===== config.mk =====
export PLATFORM = sky130hd
export DESIGN_NAME = blake2_msg_ctrl
export DESIGN_NICKNAME = d
export VERILOG_FILES = /design/src/rtl/blake2_msg_ctrl.sv
export SDC_FILE = /design/constraint.sdc
export NUM_CORES = 1
export LEC_CHECK = 0
export CAP_MARGIN = 30
export CELL_PAD_IN_SITES_DETAIL_PLACEMENT = 1
export CELL_PAD_IN_SITES_GLOBAL_PLACEMENT = 1
export CORE_ASPECT_RATIO = 0.75
export CORE_MARGIN = 2
export CORE_UTILIZATION = 37
export CTS_CLUSTER_DIAMETER = 150
export DETAILED_ROUTE_END_ITERATION = 8
export HOLD_SLACK_MARGIN = 0.05
export PLACE_DENSITY_LB_ADDON = 0.1
export SLEW_MARGIN = 40
export SYNTH_ARGS = -nofsm -noshare
export SYNTH_HDL_FRONTEND = slang
export SYNTH_SLANG_ARGS = --single-unit

===== constraint.sdc =====
create_clock -name clk -period 7.25 [get_ports clk]
set_input_delay 0.725 -clock clk [delete_from_list [all_inputs] [get_ports clk]]
set_output_delay 0.725 -clock clk [all_outputs]
set_load 0.01 [all_outputs]

===== src/rtl/blake2_msg_ctrl.sv =====
// rtl/blake2_msg_ctrl.sv - cuts a message byte stream into zero-padded blocks for a blake2 core
// and forwards the digest bytes the core streams back.
module blake2_msg_ctrl #(
    parameter int BB       = 128,
    parameter int W        = 64,
    parameter int LL_W     = 64,
    parameter int F_CYCLES = 100,
    parameter int NN_W     = 7
) (
    input  logic                     clk,
    input  logic                     reset,
    input  logic                     start_i,
    input  logic [LL_W-1:0]          ll_i,
    input  logic [NN_W-1:0]          nn_i,
    output logic                     busy_o,
    input  logic                     msg_valid_i,
    output logic                     msg_ready_o,
    input  logic [7:0]               msg_data_i,
    output logic                     core_data_v_o,
    output logic [$clog2(BB)-1:0]    core_data_idx_o,
    output logic [7:0]               core_data_o,
    output logic                     core_block_first_o,
    output logic                     core_block_last_o,
    output logic [2*W-1:0]           core_ll_o,
    output logic [$clog2(W+1)-1:0]   core_nn_o,
    output logic [$clog2(W+1)-1:0]   core_kk_o,
    input  logic                     core_finished_i,
    input  logic [7:0]               core_h_i,
    output logic                     hash_valid_o,
    output logic [7:0]               hash_data_o,
    output logic                     hash_last_o,
    output logic                     done_o
);
    localparam int IDX_W = $clog2(BB);
    localparam int NO_W  = $clog2(W+1);
    localparam int GAP_W = $clog2(F_CYCLES+1);
    localparam logic [IDX_W-1:0] LAST_IDX = IDX_W'(BB-1);
    localparam logic [LL_W-1:0]  BB_LL    = LL_W'(BB);

    typedef enum logic [2:0] {IDLE, LOAD, PAD, GAP, WAIT_H, DRAIN} state_t;
    state_t r_state, w_state_next;

    logic [LL_W-1:0]  r_ll;
    logic [LL_W-1:0]  r_rem;
    logic [NN_W-1:0]  r_nn;
    logic [NN_W-1:0]  r_hcnt;
    logic [IDX_W-1:0] r_pos;
    logic [GAP_W-1:0] r_gap;
    logic             w_hs;
    logic             w_start;
    logic             w_block_full;
    logic             w_gap_end;
    logic             w_hash_end;

    // done_o is raised from IDLE's predecessor edge, so busy must cover it explicitly
    assign busy_o       = (r_state != IDLE) || done_o;
    assign msg_ready_o  = (r_state == LOAD) && (r_rem != '0);
    assign w_hs         = msg_valid_i && msg_ready_o;
    assign w_start      = start_i && !busy_o;
    assign w_block_full = (r_pos == LAST_IDX);
    assign w_gap_end    = (r_gap == GAP_W'(F_CYCLES-1));
    assign w_hash_end   = (r_hcnt == r_nn);

    assign core_ll_o = (2*W)'(r_ll);
    assign core_nn_o = NO_W'(r_nn);
    assign core_kk_o = '0;

    always_ff @(posedge clk or posedge reset) begin
        if (reset) r_state <= IDLE;
        else       r_state <= w_state_next;
    end

    always_comb begin
        w_state_next = r_state;
        case (r_state)
            IDLE:   if (w_start) w_state_next = LOAD;
            LOAD: begin
                if (r_rem == '0)
                    w_state_next = PAD;
                else if (w_hs && w_block_full)
                    w_state_next = core_block_last_o ? WAIT_H : GAP;
                else if (w_hs && r_rem == LL_W'(1))
                    w_state_next = PAD;
            end
            PAD:    if (w_block_full) w_state_next = WAIT_H;
            GAP:    if (w_gap_end) w_state_next = LOAD;
            WAIT_H: if (core_finished_i) w_state_next = DRAIN;
            DRAIN:  if (w_hash_end) w_state_next = IDLE;
            default: w_state_next = IDLE;
        endcase
    end

    always_ff @(posedge clk or posedge reset) begin
        if (reset) begin
            r_ll               <= '0;
            r_rem              <= '0;
            r_nn               <= '0;
            r_hcnt             <= '0;
            r_pos              <= '0;
            r_gap              <= '0;
            core_data_v_o      <= 1'b0;
            core_data_idx_o    <= '0;
            core_data_o        <= '0;
            core_block_first_o <= 1'b0;
            core_block_last_o  <= 1'b0;
            hash_valid_o       <= 1'b0;
            hash_data_o        <= '0;
            hash_last_o        <= 1'b0;
            done_o             <= 1'b0;
        end else begin
            core_data_v_o <= 1'b0;
            hash_valid_o  <= 1'b0;
            hash_last_o   <= 1'b0;
            done_o        <= 1'b0;
            case (r_state)
                IDLE: if (w_start) begin
                    r_ll               <= ll_i;
                    r_rem              <= ll_i;
                    r_nn               <= nn_i;
                    r_hcnt             <= '0;
                    r_pos              <= '0;
                    r_gap              <= '0;
                    core_block_first_o <= 1'b1;
                    core_block_last_o  <= (ll_i <= BB_LL);
                end
                LOAD: if (w_hs) begin
                    core_data_v_o   <= 1'b1;
                    core_data_idx_o <= r_pos;
                    core_data_o     <= msg_data_i;
                    r_pos           <= r_pos + 1'b1;
                    r_rem           <= r_rem - 1'b1;
                end
                PAD: begin
                    core_data_v_o   <= 1'b1;
                    core_data_idx_o <= r_pos;
                    core_data_o     <= 8'h00;
                    r_pos           <= r_pos + 1'b1;
                end
                GAP: begin
                    r_gap <= r_gap + 1'b1;
                    if (w_gap_end) begin
                        r_gap              <= '0;
                        r_pos              <= '0;
                        core_block_first_o <= 1'b0;
                        core_block_last_o  <= (r_rem <= BB_LL);
                    end
                end
                DRAIN: begin
                    if (!w_hash_end) begin
                        hash_valid_o <= 1'b1;
                        hash_data_o  <= core_h_i;
                        hash_last_o  <= (r_hcnt == r_nn - NN_W'(1));
                        r_hcnt       <= r_hcnt + 1'b1;
                    end else begin
                        done_o             <= 1'b1;
                        core_block_first_o <= 1'b0;
                        core_block_last_o  <= 1'b0;
                    end
                end
                default: ;
            endcase
        end
    end
endmodule


==> results.md, run 1 <==
* Via count at 9423
* 1st-iter DRT viols at just over 600
* Worst EP arrival at around 3500 ps
* Placed cell area at 12400 um2
* Avg Inst Size Synth at between 8 and 9 um2
* Cell taking the most area after synthesis: dfrtp_1
* Share of layout cells above drive strength 1 at 0.0589
* CTS Buf Count at 17
* Most common cell after layout, fill and taps aside: nand2_1
* Worst-Margin Slew at about 860 ps
* Antenna cells at 0
* Pin count of the biggest net entering global routing at 130
* Rows at 53
* Final critical-path share of the clock period at 0.582
* Die width at 198 um
* Max Fclk at 0.237 GHz
* Drt drc at 0
* Top post-synthesis cells by area: dfrtp_1 45%, nand2_1 9.7%, buf_4 5.3%, o21ai_0 3.7%, a21oi_1 3.2%
* Clock skew at 14.1 ps
* Fin crit period at 4220 ps
* Longest Clk Path Bufs at 2
* Final global-route overflow total at 0
* Sequential-to-total area share from yosys stat at 0.451
* GP Congestion at ~0.84
* Relative slew slack at 0.420
* Most frequent cells in the layout: 268 x nand2_1, 193 x clkdlybuf4s50_1, 188 x dfrtp_1, 77 x o21ai_0
* Max-slew violation count at 0
* Post-CTS Resized at 0
* TritonCTS clock tree: done
* Outcome: complete, no violations
* Pwr/cell area at 398 nW/um2
* YS warnings at 0
* Drt total wl at between 30000 and 40000 um
* Final Instance Area at 13000 um2
* CP Class: flop to primary output
* R2r worst-path depth at 9
* Hold-fix buffers, CTS at 0
* Die footprint at about 30000 um2
* Clock-pin slew on the worst setup and hold paths at 70 ps
* Synth cell types at 74
* Placeable Area at 27900 um2
* GRT Util Overall at 0.237
* Vias in the first global route at 9464
* Endpoint class of the critical path: primary output
* Setup repair bufs after CTS at 0
* RSZ-0062 raised after global routing: no
* Clock Latency Late Sink at ~450 ps
* Initial Utilization at 0.374
* First-pass GRT wire length at 54400 um
* Worst setup path end: msg_ready_o
* I/O pin count at 265
* Ys async rst share at 1.00
* Top-area cell type share of the netlist area at 0.451
* Max-cap violations at 0
* Post-synthesis instance total at 1203
* FF-to-FF setup slack at 3650 ps
* Setup_tns at 0 ps
* Primary FF master, synth: dfrtp_1
* Worst Hold Class: flop to flop
* Synthesized flop and latch total at around 190
* CP startpoint: r_rem[0]$_DFFE_PP0P_
* Endpoints failing hold at 0
* Post-DP HPWL at 24600 um
* Clock Sinks at 188
* Detailed Routing Iterations Pass 1 at 5
* Final setup vio count at 0
* Reg-to-reg startpoint: r_rem[0]$_DFFE_PP0P_
* Vias per Instance at 5.44
* Root buffer cell: clkbuf_16
* Antenna violation net count after detailed routing at 0
* Antenna violations before repair at 0
* Die Ht at 149 um
* Wirelength per Cell at 19.9 um
* CTS H-tree lvls at 4
* Port bufs at 193
* Mapped Area at 10400 um2
* Leakage at about 5.5 nW
* Worst VDD drop at 0.181 mV
* Reg2reg end: r_rem[40]$_DFFE_PP0P_
* Startpoint types: flop
* CP required at 6520 ps
* Area grow syn2layout at 25.2%
* Post-synth EDFFs at 0
* Final Net Count at ~1500
* CP Max Fanout at 10
## stage by stage
stage                     worst slack, ps  instances  hold WS (ps)  utilization  power (mW)
final                                3030       1732           476        0.468        5.19
after global routing                 2830       1732           505        0.468        5.59
after CTS                            3050       1732           484        0.468        5.23
after detailed placement             3540       1700           466        0.446        4.19
after global placement               3770       1699           457        0.445        4.10
after floorplan                      1410       1273           470            -        3.22
## logic make-up after synthesis
kind of cell | synth area share
and+or+nand+nor | 0.249
other | 0.000360
buffers and inverters | 0.0842
AOI/OAI and AO/OA | 0.164
muxes | 0.0289
adders and majority gates | 0.00720
DFF | 0.451
xor gates and xnor gates | 0.0151
## Yosys cell counts (all sizes together), types with 6 or more instances
cell type	number
a21oi	66
a22o	7
a22oi	12
a2bb2oi	9
a31oi	14
and2	6
and3	6
buf	84
clkbuf	51
dfrtp	188
ha	6
inv	21
mux2	17
mux2i	11
nand2	271
nand2b	6
nand3	23
nand4	19
nor2	72
nor2b	8
nor3	39
nor4	45
o211ai	7
o21ai	79
o22a	7
o22ai	11
o2bb2ai	10
or2	6
or3	14
or4	9
xnor2	6
xor2	12
## where the power goes
group / leakage [nW] / switching [mW] / internal [mW] / total (mW)
Clock: 0.289 / 0.448 / 0.565 / 1.01
Sequential: 2.36 / 0.435 / 1.47 / 1.91
Combinational: 2.88 / 1.26 / 1.00 / 2.26
## worst max-delay path: stages, from the launching register on
cell             delay [ps]
dfrtp_1                 450
inv_1                   130
ha_1                    190
nor3b_2                 550
nand4_1                 360
nor2_1                  600
a21oi_1                 220
clkdlybuf4s50_1         560
## metal layers
| layer | track usage | vias up | share of wire |
|---|---|---|---|
| li1 | - | 4443 | - |
| met1 | 0.348 | 4747 | 0.49 |
| met2 | 0.363 | 208 | 0.45 |
| met3 | 0.0461 | 25 | 0.049 |
| met4 | 0.0515 | 0 | 0.0098 |
| met5 | 0 | - | 0 |
## how the worst min path moves through the flow
stage | from | cells past startpoint | end
finish | r_ll[15]$_DFFE_PP0P_ | 2 | r_ll[15]$_DFFE_PP0P_
global route | r_ll[15]$_DFFE_PP0P_ | 2 | r_ll[15]$_DFFE_PP0P_
CTS | r_ll[52]$_DFFE_PP0P_ | 2 | r_ll[52]$_DFFE_PP0P_
detailed placement | r_ll[39]$_DFFE_PP0P_ | 2 | r_ll[39]$_DFFE_PP0P_
global placement | r_ll[4]$_DFFE_PP0P_ | 2 | r_ll[4]$_DFFE_PP0P_
floorplan | r_rem[30]$_DFFE_PP0P_ | 2 | r_rem[30]$_DFFE_PP0P_
## sequential cells by signal, indices dropped and copies added (netlist names), 3 cells and up
signal           flops
r_ll                64
r_rem               64
core_data_o          8
hash_data_o          8
core_data_idx_o      7
core_nn_o            7
r_gap                7
r_hcnt               7
r_pos                7
r_state              3
## cell type report
cell class,instances,area [um2]
Timing Repair Buffer,205,2040
Multi-Input combinational cell,929,5140
Tap cell,357,447
Clock inverter,12,164
Fill cell,3250,14800
Clock buffer,20,457
Inverter,21,91.3
Sequential cell,188,4700
No activity file was read; power rests on OpenSTA's default activity.
==> run 2: changes to the inputs <==
--- a/config.mk
+++ b/config.mk
@@ -10,7 +10,7 @@
 export CELL_PAD_IN_SITES_GLOBAL_PLACEMENT = 1
 export CORE_ASPECT_RATIO = 0.75
 export CORE_MARGIN = 2
-export CORE_UTILIZATION = 37
+export CORE_UTILIZATION = 33
 export CTS_CLUSTER_DIAMETER = 150
 export DETAILED_ROUTE_END_ITERATION = 8
 export HOLD_SLACK_MARGIN = 0.05
==> constraint.sdc (replaced) <==
create_clock -name clk -period 3.45 [get_ports clk]
set_input_delay 0.345 -clock clk [delete_from_list [all_inputs] [get_ports clk]]
set_output_delay 0.345 -clock clk [all_outputs]
set_load 0.01 [all_outputs]
==> results.md, run 2 (same netlist as run 1, synthesis figures left out) <==
* Worst path max stage delay at ~660 ps
* 1st-iter DRT viols at between 600 and 700
* Worst-Margin Slew at 808 ps
* Leakage at 5.60 nW
* Die width at roughly 210 um
* Fin crit period at 3270 ps
* Startpoint types: flop
* GP Congestion at 0.826
* Detailed Routing Iterations Pass 1 at 4
* Non-filler cells, final at 1801
* Max-slew violation count at 0
* Final Instance Area at 13200 um2
* Reg-to-reg startpoint: r_rem[35]$_DFFE_PP0P_
* Drt drc at 0
* Antenna violation net count after detailed routing at 0
* CP Class: flop to primary output
* Initial Utilization at 0.334
* Placed cell area at 12600 um2
* Port bufs at 193
* Clock skew at 14.1 ps
* Final critical-path share of the clock period at 0.947
* Clock Sinks at 188
* Root buffer cell: clkbuf_16
* Setup_tns at 0 ps
* Die Ht at 158 um
* RSZ-0062 raised after global routing: no
* CTS H-tree lvls at 4
* Crit-path cells: or4_1 > or2_1 > nor4_4 > a21oi_1 > clkdlybuf4s50_1
* Area grow syn2layout at 26.8%
* Clock-pin slew on the worst setup and hold paths at 80 ps
* Clock Latency Late Sink at 460 ps
* Worst Hold Class: input pin to asynchronous set/reset pin
* Rows at 56
* Drt total wl at roughly 35000 um
* Endpoint class of the critical path: primary output
* CP required at around 3100 ps
* Die footprint at 33000 um2
* Worst VDD drop at 0.325 mV
* First-pass GRT wire length at roughly 54000 um
* CP Max Fanout at 7
* Placeable Area at between 30000 and 40000 um2
* Outcome: complete, no violations
* I/O pin count at 265
* Wirelength per Cell at 19.2 um
* Longest Clk Path Bufs at 2
* FF-to-FF setup slack at 500 ps
* Vias in the first global route at 9352
* Final setup vio count at 0
* Via count at 9441
* Most common cell after layout, fill and taps aside: nand2_1
* Antenna cells at 0
* Reg2reg end: r_rem[19]$_DFFE_PP0P_
* Bufs and invs on worst path at 1
* Most frequent cells in the layout: 268 x nand2_1, 193 x clkdlybuf4s50_1, 188 x dfrtp_1, 78 x o21ai_0
* Max-cap violations at 0
* Top Family by Delay on Critical Path: simple AND/OR/NAND/NOR gates
* Max Fclk at 0.306 GHz
* Relative slew slack at 0.461
* Largest regs: r_ll (64), r_rem (64)
* Max stage delay cell, worst path: or4_1
* Final Net Count at between 1000 and 1500
* Post-DP HPWL at 24600 um
* Final global-route overflow total at 0
* Share of layout cells above drive strength 1 at 0.0738
* Pin count of the biggest net entering global routing at 105
* CTS Buf Count at 17
* Dpl cells at 1768
* Vias per Instance at 5.24
* GRT Util Overall at 0.213
* Pwr/cell area at 812 nW/um2
* Endpoints failing hold at 0
* Antenna violations before repair at 0
* TritonCTS clock tree: done
* Hold-fix buffers, CTS at 0
* Worst EP arrival at between 2000 and 3000 ps
* R2r worst-path depth at 8
-- run 2: changes by cell type in the layout (fill, tap and decap cells not counted), moves of 2 or more --
| cell | previous run | this run |
|---|---|---|
| clkinv_4 | 4 | 2 |
| bufinv_16 | 3 | 0 |
| buf_12 | 1 | 4 |
| nor4_2 | 2 | 4 |
| clkinv_2 | 0 | 5 |
| buf_4 | 10 | 27 |
| clkinvlp_4 | 4 | 6 |
| nor4_1 | 39 | 37 |
-- run 2: worst max-delay path by stage --
stage	from	end	slack (ps)	cells after the start
2_1_floorplan	reset	core_block_first_o$_DFFE_PP0P_	680	1
3_3_place_gp	r_rem[35]$_DFFE_PP0P_	core_data_idx_o[6]$_DFFE_PP0P_	380	6
3_5_place_dp	r_rem[35]$_DFFE_PP0P_	core_data_idx_o[6]$_DFFE_PP0P_	300	6
4_1_cts	r_rem[35]$_DFFE_PP0P_	msg_ready_o	140	5
5_1_grt	r_rem[35]$_DFFE_PP0P_	msg_ready_o	60	5
6_report	r_rem[35]$_DFFE_PP0P_	msg_ready_o	180	5
-- run 2: layer usage --
layer,routed length (um),up-vias,track usage
met5,0,-,0
met4,302,0,0.0480
met3,1440,18,0.0353
met2,15300,194,0.321
met1,17500,4740,0.318
li1,-,4489,-
-- run 2: metrics by stage --
| stage | worst slack [ps] | hold slack, ps | power (mW) | util |
|---|---|---|---|---|
| floorplan | 685 | 450 | 6.77 | - |
| global placement | 383 | 458 | 8.75 | 0.405 |
| detailed placement | 300 | 463 | 8.90 | 0.406 |
| CTS | 142 | 219 | 10.9 | 0.423 |
| global route | 59.7 | 249 | 11.6 | 0.424 |
| finish | 183 | 231 | 10.7 | 0.424 |
-- run 2: layout make-up --
cell class	instances	area (um2)
clock buffer	18	439
clock inverter	14	97.6
fill	3650	18000
inverter	21	82.6
multi-input combinational	929	5150
sequential	188	4700
tap	406	508
timing repair buffer	225	2230
-- run 2: power by group --
part | switching [mW] | internal, mW
clock network | 0.934 | 0.940
logic | 2.67 | 2.19
registers | 0.896 | 3.10
total | 4.50 | 6.22
-- run 2: repair_timing --
action / CTS / global route
setup buffers: 1 / 0
setup endpoints to repair: 1 / 0
resized for setup: 1 / 0
